**src/rtl/md_result_drain.sv**
```systemverilog
// md_result_drain: pulls one frame of particle results out of MD_Wrapper,
// buffers them in a small FIFO and streams them out on a valid/ready port.
// Issues one read_ctrl request per word, only when a FIFO slot is guaranteed
// free, and advances md_step once a frame has been drained cleanly.
// Optional build macro: MD_DRAIN_CHECKSUM_EN adds the frame_csum output.
//
// Output handshake: a word moves on every ap_clk edge where m_tvalid and
// m_tready are both high; m_tvalid never drops and m_tdata/m_tlast never
// change while a word is waiting for m_tready.

module md_result_drain #(
    parameter int unsigned NUM_PARTICLES = 300,
    parameter int unsigned DATA_W        = 192,
    parameter int unsigned PULSE_CYCLES  = 16,
    parameter int unsigned GAP_CYCLES    = 46,
    parameter int unsigned FIFO_DEPTH    = 4,
    parameter int unsigned TIMEOUT       = 1024
) (
    input  logic              ap_clk,
    input  logic              ap_rst_n,
    input  logic              start,
    output logic              md_read_ctrl,
    input  logic              md_elem_read,
    input  logic [DATA_W-1:0] md_d_out,
    output logic [31:0]       md_step,
    output logic [DATA_W-1:0] m_tdata,
    output logic              m_tvalid,
    input  logic              m_tready,
    output logic              m_tlast,
    output logic              busy,
    output logic              done,
    output logic              err_timeout,
    output logic [15:0]       count
`ifdef MD_DRAIN_CHECKSUM_EN
    ,
    output logic [31:0]       frame_csum
`endif
);

    localparam int unsigned AW        = $clog2(FIFO_DEPTH);
    localparam logic [15:0] NUM_W     = 16'(NUM_PARTICLES);
    localparam logic [AW:0] OCC_LIMIT = (AW + 1)'(FIFO_DEPTH - 1);
    localparam logic [AW:0] PTR_ONE   = (AW + 1)'(1);

    typedef enum logic [2:0] {
        S_IDLE  = 3'd0,
        S_REQ   = 3'd1,
        S_WAIT  = 3'd2,
        S_GAP   = 3'd3,
        S_FLUSH = 3'd4,
        S_DONE  = 3'd5
    } state_e;

    state_e      state_q, state_d;
    logic [31:0] tmr_q, tmr_d;       // pulse length / gap length counter
    logic [31:0] to_q, to_d;         // cycles since the current request started
    logic        got_q, got_d;       // word already captured during this REQ pulse
    logic        rc_q, rc_d;
    logic        busy_q, busy_d;
    logic        done_q, done_d;
    logic        err_q, err_d;
    logic [31:0] step_q, step_d;
    logic [15:0] count_q, count_d;

    logic [AW:0]     wr_q, wr_d, rd_q, rd_d;
    logic [DATA_W:0] mem_q [FIFO_DEPTH];  // {tlast tag, data}
    logic [DATA_W:0] head;
    logic [AW:0]     occ;
    logic            fifo_empty;
    logic            push, pop;
    logic            cap_last;

    assign fifo_empty = (wr_q == rd_q);
    assign occ        = wr_q - rd_q;
    assign head       = mem_q[rd_q[AW-1:0]];
    assign cap_last   = ((count_q + 16'd1) == NUM_W);

    // Frame sequencing: request pulses, capture, gap/credit stall, flush, done.
    always_comb begin
        state_d = state_q;
        tmr_d   = tmr_q;
        to_d    = to_q;
        got_d   = got_q;
        rc_d    = rc_q;
        done_d  = 1'b0;
        err_d   = err_q;
        step_d  = step_q;
        count_d = count_q;
        push    = 1'b0;
        case (state_q)
            S_IDLE: begin
                if (start) begin
                    count_d = '0;
                    err_d   = 1'b0;
                    state_d = S_REQ;
                    rc_d    = 1'b1;
                    tmr_d   = '0;
                    to_d    = '0;
                    got_d   = 1'b0;
                end
            end
            S_REQ: begin
                tmr_d = tmr_q + 32'd1;
                to_d  = to_q + 32'd1;
                // An early answer is taken now, but the pulse still runs full length.
                if (md_elem_read && !got_q) begin
                    push    = 1'b1;
                    got_d   = 1'b1;
                    count_d = (count_q == NUM_W) ? count_q : count_q + 16'd1;
                end
                if (tmr_q == PULSE_CYCLES - 1) begin
                    rc_d    = 1'b0;
                    tmr_d   = '0;
                    state_d = (got_q || md_elem_read) ? S_GAP : S_WAIT;
                end
            end
            S_WAIT: begin
                to_d = to_q + 32'd1;
                if (md_elem_read) begin
                    push    = 1'b1;
                    count_d = (count_q == NUM_W) ? count_q : count_q + 16'd1;
                    tmr_d   = '0;
                    state_d = S_GAP;
                end else if (to_q == TIMEOUT - 1) begin
                    err_d   = 1'b1;
                    state_d = S_FLUSH;
                end
            end
            S_GAP: begin
                // Counter parks on its last value while waiting for FIFO credit.
                if (tmr_q != GAP_CYCLES - 1) begin
                    tmr_d = tmr_q + 32'd1;
                end else if (count_q == NUM_W) begin
                    state_d = S_FLUSH;
                end else if (occ < OCC_LIMIT) begin
                    state_d = S_REQ;
                    rc_d    = 1'b1;
                    tmr_d   = '0;
                    to_d    = '0;
                    got_d   = 1'b0;
                end
            end
            S_FLUSH: begin
                if (fifo_empty) begin
                    state_d = S_DONE;
                    done_d  = 1'b1;
                    step_d  = err_q ? step_q : step_q + 32'd1;
                end
            end
            S_DONE: begin
                state_d = S_IDLE;
            end
            default: begin
                state_d = S_IDLE;
            end
        endcase
        busy_d = (state_d != S_IDLE);
    end

    // FIFO pointer update; a simultaneous push and pop leaves occupancy unchanged.
    always_comb begin
        pop  = !fifo_empty && m_tready;
        wr_d = push ? wr_q + PTR_ONE : wr_q;
        rd_d = pop  ? rd_q + PTR_ONE : rd_q;
    end

    // FSM and FIFO pointer registers with synchronous active-low reset.
    always_ff @(posedge ap_clk) begin
        if (!ap_rst_n) begin
            state_q <= S_IDLE;
            tmr_q   <= '0;
            to_q    <= '0;
            got_q   <= 1'b0;
            rc_q    <= 1'b0;
            busy_q  <= 1'b0;
            done_q  <= 1'b0;
            err_q   <= 1'b0;
            step_q  <= '0;
            count_q <= '0;
            wr_q    <= '0;
            rd_q    <= '0;
        end else begin
            state_q <= state_d;
            tmr_q   <= tmr_d;
            to_q    <= to_d;
            got_q   <= got_d;
            rc_q    <= rc_d;
            busy_q  <= busy_d;
            done_q  <= done_d;
            err_q   <= err_d;
            step_q  <= step_d;
            count_q <= count_d;
            wr_q    <= wr_d;
            rd_q    <= rd_d;
        end
    end

    // FIFO storage; contents are don't-care once the pointers are reset.
    always_ff @(posedge ap_clk) begin
        if (ap_rst_n && push) begin
            mem_q[wr_q[AW-1:0]] <= {cap_last, md_d_out};
        end
    end

    // read_ctrl is also gated by reset so it falls in the cycle reset is seen.
    assign md_read_ctrl = rc_q & ap_rst_n;
    assign md_step      = step_q;
    assign busy         = busy_q;
    assign done         = done_q;
    assign err_timeout  = err_q;
    assign count        = count_q;
    assign m_tvalid     = !fifo_empty;
    assign m_tdata      = fifo_empty ? '0 : head[DATA_W-1:0];
    assign m_tlast      = !fifo_empty && head[DATA_W];

`ifdef MD_DRAIN_CHECKSUM_EN
    localparam int unsigned NSLICE = (DATA_W + 31) / 32;

    logic [31:0]          csum_q, csum_d;
    logic [NSLICE*32-1:0] cap_pad;
    logic [31:0]          cap_fold;

    // XOR-fold each captured word into 32 bits and accumulate over the frame.
    always_comb begin
        cap_pad                = '0;
        cap_pad[DATA_W-1:0]    = md_d_out;
        cap_fold               = '0;
        for (int i = 0; i < int'(NSLICE); i++) begin
            cap_fold = cap_fold ^ cap_pad[i*32 +: 32];
        end
        csum_d = csum_q;
        if (state_q == S_IDLE && start) begin
            csum_d = '0;
        end else if (push) begin
            csum_d = csum_q ^ cap_fold;
        end
    end

    // Checksum register, held from the done pulse until the next start.
    always_ff @(posedge ap_clk) begin
        if (!ap_rst_n) begin
            csum_q <= '0;
        end else begin
            csum_q <= csum_d;
        end
    end

    assign frame_csum = csum_q;
`endif

endmodule

```
**config.mk**
```make
export PLATFORM = sky130hd
export DESIGN_NAME = md_result_drain
export DESIGN_NICKNAME = d
export VERILOG_FILES = /design/src/rtl/md_result_drain.sv
export SDC_FILE = /design/constraint.sdc
export NUM_CORES = 1
export LEC_CHECK = 0
export BUFFER_PORTS_ARGS = -buffer_cell sky130_fd_sc_hd__buf_2
export CORE_MARGIN = 2
export CORE_UTILIZATION = 30
export DETAILED_ROUTE_END_ITERATION = 10
export HOLD_SLACK_MARGIN = 0.12
export PLACE_DENSITY = 0.57
export SLEW_MARGIN = 10
export SYNTH_ARGS = -nofsm -noshare
export SYNTH_HDL_FRONTEND = slang
export SYNTH_SLANG_ARGS = --single-unit
```
**constraint.sdc**
```tcl
create_clock -name ap_clk -period 11.6 [get_ports ap_clk]
set_input_delay 2.9 -clock ap_clk [delete_from_list [all_inputs] [get_ports ap_clk]]
set_output_delay 2.9 -clock ap_clk [all_outputs]
set_load 0.01 [all_outputs]
```
* After elaboration in Yosys (flattened, before gate mapping)
Memory sizes are Yosys's and may differ from the RTL's. A register that Yosys moved wholly into a read port is not among the register bits.
Cells that the tools add are included.
** Storage, ports and cells
- Bits in registers :: 126
- Bits in writable memories :: 772
- Output and inout port bits :: 246
- Word-level logic and storage cells :: 115
- Memories kept :: 1
** Cells by class
- Add/sub/neg operators :: 7
- Magnitude comparators :: 1
- Equal/unequal tests :: 21
- Mux-type cells :: 48
- Bitwise operators :: 2
- Reductions and logical operators :: 23
** Memories
- mem_q :: depth 4, width 193, read ports 1, clocked after Yosys merged registers in 1, wr ports 1, line 66 : logic [DATA_W:0] mem_q [FIFO_DEPTH];
** Operators by type and width (number)
- 2-to-1 mux 32 bit :: 7
- 2-to-1 mux 192 bit :: 1
- one-hot mux 32 bit (4 select lines) :: 1
- adder 32 x 1 -> 32 bit, second input constant :: 3
- one-hot mux 32 bit (3 select lines) :: 1
- 2-to-1 mux 16 bit :: 4
- one-hot mux 16 bit (3 select lines) :: 1
- equality test 16 x 9 -> 1 bit, second input constant :: 2
- equality test 32 x 10 -> 1 bit, second input constant :: 1
- equality test 32 x 4 -> 1 bit, second input constant :: 1
- inequality test 32 x 6 -> 1 bit, second input constant :: 1
- 2-to-1 mux 3 bit :: 8
- 2-to-1 mux 1 bit :: 18
- inequality test 2 bit, second input constant :: 9
- adder 16 x 1 -> 16 bit, second input constant :: 1
- one-hot mux 3 bit (5 select lines) :: 1
- AND reduction 6 bit :: 2
- nonzero test 3 bit :: 4
- AND reduction 5 bit :: 2
- AND reduction 4 bit :: 2
- adder 3 x 1 -> 3 bit, second input constant :: 2
- equality test 3 x 2 -> 1 bit, second input constant :: 2
- inequality test 3 bit, second input constant :: 2
- one-hot mux 1 bit (3 select lines) :: 2
- other kinds (18) :: 24

* Longest topological paths before layout
Gate-level depths: netlist of the first run.
- Word-level depth :: 7
- Gate-level depth with buffers :: 11
- Mapped depth without buffers :: 9

* Least setup slack after synthesis of the first run
Ideal clock, no wire load.
- Kind :: input port to flip-flop
- From :: input port md_elem_read
- To :: memory mem_q[0][0] (netlist name) (enable)
- Arrival :: 7863 ps
- Data required time :: 11021 ps
- Path slack :: 3159 ps
- Stages :: 4
- Cell sequence :: nand2b_1 a21oi_1 clkbuf_1 and3_1
** On the way
- Cells in the longest elaborated chain, start to end :: 6
- Elaborated cells on any way between the ends :: 7
- Those cells by class :: 5 x mux; 2 x reduce/logical
** Ends and longest elaborated chain
- from (decl) :: line 23 : input logic md_elem_read,
- logical AND 1 bit :: line 106 : if (md_elem_read && !got_q) begin
- 2-to-1 mux 1 bit :: line 106
- one-hot mux 1 bit (2 select lines) (*) :: line 90 : case (state_q)
- logical AND 1 bit (*) :: line 200 : if (ap_rst_n && push) begin
- 2-to-1 mux 1 bit (*) :: line 200
- 2-to-1 mux 1 bit (not written as such) (*) :: line 201 : mem_q[wr_q[AW-1:0]] <= {cap_last, md_d_out};
- to (decl) :: line 66
Mark *: on every way between the ends. The rest lies on a longest branch, timed or not.

* Worst setup path in the final report of the first run
- From :: input port ap_rst_n
- To :: output port md_read_ctrl
** On the way
- Cells in the longest elaborated chain, start to end :: 1
** Ends and longest elaborated chain
- from (decl) :: line 20 : input logic ap_rst_n,
- bitwise AND 1 bit :: line 206 : assign md_read_ctrl = rc_q & ap_rst_n;
- to (decl) :: line 22 : output logic md_read_ctrl,
No other way between the ends.

==> out/metrics.cfg, run 1 <==
[run_status]
status = complete, no violations

[route]
routed_wirelength_microns = 83500
drt_pass1_iterations = 5
drt_iter0_drc = 1160
drc = 0
vias_per_cell = 4.74
postRouteAntennaNets = 0
post_drt_wl_per_cell_microns = 20.2
vias = 19568

[synthesis]
syn_nets = 2253
synth_top_area_share_pct = 65.0
ys_seq_area_share_pct = 72.2
synth_cell_types = 62
avgSynthCellArea_sq_um = 17.5
yosysTopAreaCell = edfxtp_1
synthCells = 2042
synthMostInstantiatedCell = edfxtp_1
yosysWarnings = 0
synth.top_cells.by_count = edfxtp_1, and2_1, mux4_2, dfxtp_1, nor2_1
syn-cell-area_sq_um = 35700
synth_ff_type = edfxtp_1
synth_edf_count = 772
synth-seq-cells = 900
synthTopCellsByArea = edfxtp_1, mux4_2, dfxtp_1, and2_1, xor2_1
ys_async_sr_fraction_pct = 0

[sta]
fin_ws_ps = 4550
fin_crit_ps = 7050
tightest_slew_ps = 1220
tns_ps = 0
hold_viol = 0
min_period_over_period_pct = 60.8
fin_skew_ps = 43.3
setup_viol = 0
slew_headroom_pct = 19.0
fmax_ghz = 0.142
drv_slew = 0
grt_setup_unrepaired = false

[grt]
grt.total_usage_pct = 13.6
grt_pass1_vias = 19884
grt_pass1_wl_microns = 125000
grt_start_max_net_pins = 115
grt_antenna_before_repair = 23
grt_overflow = 0

[power]
ir_worst_vdd_mv = 0.110
leakage_nw = 14.3
p_per_area_nw_per_um2 = 169

[clocking]
ctsHoldBuffers = 0
cts.clk_slew.worst_paths_ps = 60
cts_sinks = 900
clk_latency_ps = 700
tritoncts = yes
cts.path.max_buffers = 3
cts_max_level = 3
cts_setup_buffers = 0
post_cts_resized = 0
cts_buffers = 98
root_buffer = clkbuf_16

[worst_setup_path]
critical_path.max_stage_delay_ps = 390
cp_max_fo = 51
cp_common_cell = buf_2
crit_arrival_ps = 4150
cp-start-kind = input port
worst_r2r_path_depth = 6
crit_buf_inv = 4
critical_path_class = in2out
critPathTopFamily = buffers and inverters
endpoint_kind = output port
required_ps = 8700
cp_cell_sequence = buf_2 -> clkinv_1 -> buf_4 -> nor2_1 -> buf_2
cp.depth = 5
reg2reg_slack_ps = 8250
crit_slowest_cell = buf_2

[place]
dp.cells = 3933
gp_congestion = 0.761
place_ws_ps = 4510
hpwl_microns = 50400
port-buffer-count = 442

[final_layout]
final_net_count = 2708
fin_cells = 4126
multiInputGateArea_sq_um = 9430
nFillCells = 11178
areaGrowthSynthToFinish_pct = 20.1
drive_gt1_share_pct = 31.9
seq_area_sq_um = 25800

[floorplanning]
ioPinCount = 443
dieArea_sq_um = 122000
fp-row-count = 126
core_sq_um = 118000
fp.dieW_microns = 349
dieHeight_microns = 349
start_util_pct = 30.2

[hold_path]
hold_path.class = reg2reg
min_path_cells = 2

[flow_run]
cap_violations = 0

## cells by family after synthesis
family,share of synthesized area [%]
xor+xnor,1.57
buf+inv,1.51
fa+ha+maj,0.512
compound gates,2.51
flops,72.2
mux,12.3
simple gates,9.38
## placed cells by master, fill, tap and decap left out, types with 7 or more instances in the layout
cell	count
a21oi_1	48
a31oi_1	15
and2_1	203
and3_1	16
and4_1	14
buf_2	442
buf_4	17
clkbuf_1	23
clkbuf_16	99
clkinv_1	19
clkinv_2	23
dfxtp_1	126
diode_2	8
edfxtp_1	772
ha_1	13
inv_1	19
mux4_2	193
nand2_1	62
nand2b_1	7
nand3_1	52
nand4_1	39
nor2_1	98
nor3_1	21
nor4_1	18
o21ai_0	19
o21ai_1	8
o31ai_1	28
or3_1	11
or4_1	24
xnor2_1	19
xor2_1	45
## power by group
group          switching (mW)  leakage [nW]  internal (mW)
Sequential             0.0217          7.98           3.54
Clock                    1.31          1.54           1.73
Combinational           0.356          4.82          0.283
Total                    1.69          14.3           5.54
## registers in the layout, indices dropped and copies added, names as in the netlist, named ones only
| signal | flops |
|---|---|
| mem_q | 772 |
| md_step | 32 |
| tmr_q | 32 |
| to_q | 32 |
| count | 16 |
| rd_q | 3 |
| state_q | 3 |
| wr_q | 3 |
| busy | 1 |
| done | 1 |
| err_timeout | 1 |
| got_q | 1 |
| rc_q | 1 |
## final cells by class
class | instances | share of cell area (%)
Multi-Input combinational cell | 1012 | 22.0
Timing Repair Buffer | 465 | 5.74
Inverter | 20 | 0.175
Clock buffer | 123 | 6.02
Sequential cell | 900 | 60.1
Tap cell | 1536 | 4.49
Clock inverter | 62 | 1.36
Antenna cell | 8 | 0.0467
## layer usage
metal / share of wire [%] / wire [microns] / global-route usage (%) / up-vias
met4: 2.2 / 1800 / 3.73 / 36
met2: 48 / 40400 / 22.2 / 486
met5: 0.30 / 248 / 0 / -
met3: 7.7 / 6400 / 4.94 / 149
met1: 42 / 34700 / 16.9 / 9899
li1: - / - / - / 8998
## metrics by stage
| stage | total power [mW] | utilization [%] | instance area, sq um | hold slack [ps] |
|---|---|---|---|---|
| 6_report | 7.23 | 36.3 | 42800 | 481 |
| 5_1_grt | 7.52 | 36.3 | 42800 | 513 |
| 4_1_cts | 7.35 | 36.3 | 42800 | 482 |
| 3_5_place_dp | 4.28 | 33.6 | 39600 | 471 |
| 3_3_place_gp | 4.28 | 33.6 | 39600 | 458 |
| 2_1_floorplan | 4.01 | - | 35700 | 452 |
## worst register-to-register path: cells and delay by family, from the launching register on
kind,cells,cell delay (ps)
buf+inv,3,1530
compound gates,1,150
flops,1,620
simple gates,2,690
## worst paths after layout
kind,start,to
worst max-delay path,ap_rst_n,md_read_ctrl
worst min-delay path,to_q[31],to_q[31]
worst max register to register,state_q[0],mem_q[2][47]
worst min register to register,to_q[31],to_q[31]
No activity file was read; power rests on OpenSTA's default activity.
==> inputs of run 2 (changes only) <==
==> constraint.sdc (replaced) <==
create_clock -name ap_clk -period 7 [get_ports ap_clk]
set_input_delay 1.75 -clock ap_clk [delete_from_list [all_inputs] [get_ports ap_clk]]
set_output_delay 1.75 -clock ap_clk [all_outputs]
set_load 0.01 [all_outputs]
==> out/metrics.cfg, run 2 (synthesis results as in run 1) <==
[clocking]
post_cts_resized = 0
cts_sinks = 900
cts_buffers = 97
clk_latency_ps = 700
cts_setup_buffers = 0
ctsHoldBuffers = 0
cts.path.max_buffers = 3
tritoncts = yes
root_buffer = clkbuf_16
cts.clk_slew.worst_paths_ps = 60
cts_max_level = 3

[sta]
grt_setup_unrepaired = false
drv_slew = 0
fmax_ghz = 0.201
tns_ps = 0
fin_skew_ps = 55.0
tightest_slew_ps = 975
hold_viol = 0
slew_headroom_pct = 34.5
fin_crit_ps = 4970
min_period_over_period_pct = 71.0
setup_viol = 0

[route]
postRouteAntennaNets = 0
drc = 0
vias_per_cell = 4.77
vias = 19659
routed_wirelength_microns = 84300
drt_pass1_iterations = 5
post_drt_wl_per_cell_microns = 20.5
drt_iter0_drc = 1426

[power]
ir_worst_vdd_mv = 0.194
p_total_mw = 11.8
p_per_area_nw_per_um2 = 276
leakage_nw = 14.3

[final_layout]
seq_area_sq_um = 25800
layout_commonest_cell = edfxtp_1
drive_gt1_share_pct = 31.8
areaGrowthSynthToFinish_pct = 20.1
multiInputGateArea_sq_um = 9440
largest_reg_flops = 772
layout_common_cells = edfxtp_1, buf_2, and2_1
nFillCells = 11099
final_net_count = 2712

[floorplanning]
start_util_pct = 30.2
fp-row-count = 126
ioPinCount = 443
dieHeight_microns = 349
dieArea_sq_um = 122000
core_sq_um = 118000
fp.dieW_microns = 349

[worst_setup_path]
cp_max_fo = 40
cp_cell_sequence = buf_4 -> mux4_2 -> and2_1 -> buf_2
cp-start-kind = flip-flop
critical_path_class = reg2out
crit_buf_inv = 2
crit_arrival_ps = 3220
required_ps = 5250
critPathTopFamily = flip-flops
crit_slowest_cell = dfxtp_4
critical_path.max_stage_delay_ps = 980
endpoint_kind = output port

[hold_path]
hold_path.class = reg2reg

[grt]
grt_antenna_before_repair = 32
grt_overflow = 0
grt.total_usage_pct = 13.6
grt_pass1_vias = 19753
grt_pass1_wl_microns = 125000
grt_start_max_net_pins = 136

[place]
port-buffer-count = 442
gp_congestion = 0.817
hpwl_microns = 52800

[flow_run]
cap_violations = 0

[run_status]
status = complete, no violations

[run 2: per-layer routing]
metal	GRT usage [%]	part of all wire (%)	wire, microns	vias to the layer above
met2	22.1	48	40700	499
met5	0	0.32	272	-
met4	3.91	2.4	2060	44
met3	4.14	6.7	5640	159
li1	-	-	-	8975
met1	17.5	42	35600	9982
[run 2: power breakdown]
part / internal (mW) / switching, mW / total, mW
clock network: 2.72 / 2.16 / 4.88
registers: 5.86 / 0.0406 / 5.90
logic: 0.477 / 0.582 / 1.06
total: 9.06 / 2.78 / 11.8
[run 2: worst register-to-register path, stage by stage (launching register included)]
cell and delay [ps]:
dfxtp_1 620, or3b_1 400, a21oi_1 700, and3_4 780, buf_4 630
[run 2: path summary, 6_finish.rpt]
path,start,to,slack (ps),depth (start not counted)
max,flip-flop,m_tdata[38],2030,4
min,to_q[31],to_q[31],480,2
max reg2reg,state_q[0],mem_q[1][119],3510,4
min reg2reg,to_q[31],to_q[31],480,2
[run 2: area by class of cell]
type                    count  share of cell area, %
flip-flops and latches    900                   60.1
multi-input cells        1012                   22.0
clock buffers             115                   5.82
diodes                      8                 0.0467
clock inverters            59                   1.27
repair buffers            470                   6.04
well taps                1536                   4.49
inverters                  20                  0.175
[run 2: stage by stage]
step           cell area (sq um)  hold WS [ps]  cells  setup slack (ps)  utilization [%]
2_1_floorplan              35700           452   2042              1920                -
3_3_place_gp               39800           462   3938              2550             33.7
3_5_place_dp               39800           474   3938              2500             33.7
4_1_cts                    42800           481   4112              1820             36.3
5_1_grt                    42800           522   4116              1730             36.3
6_report                   42800           477   4120              2030             36.3
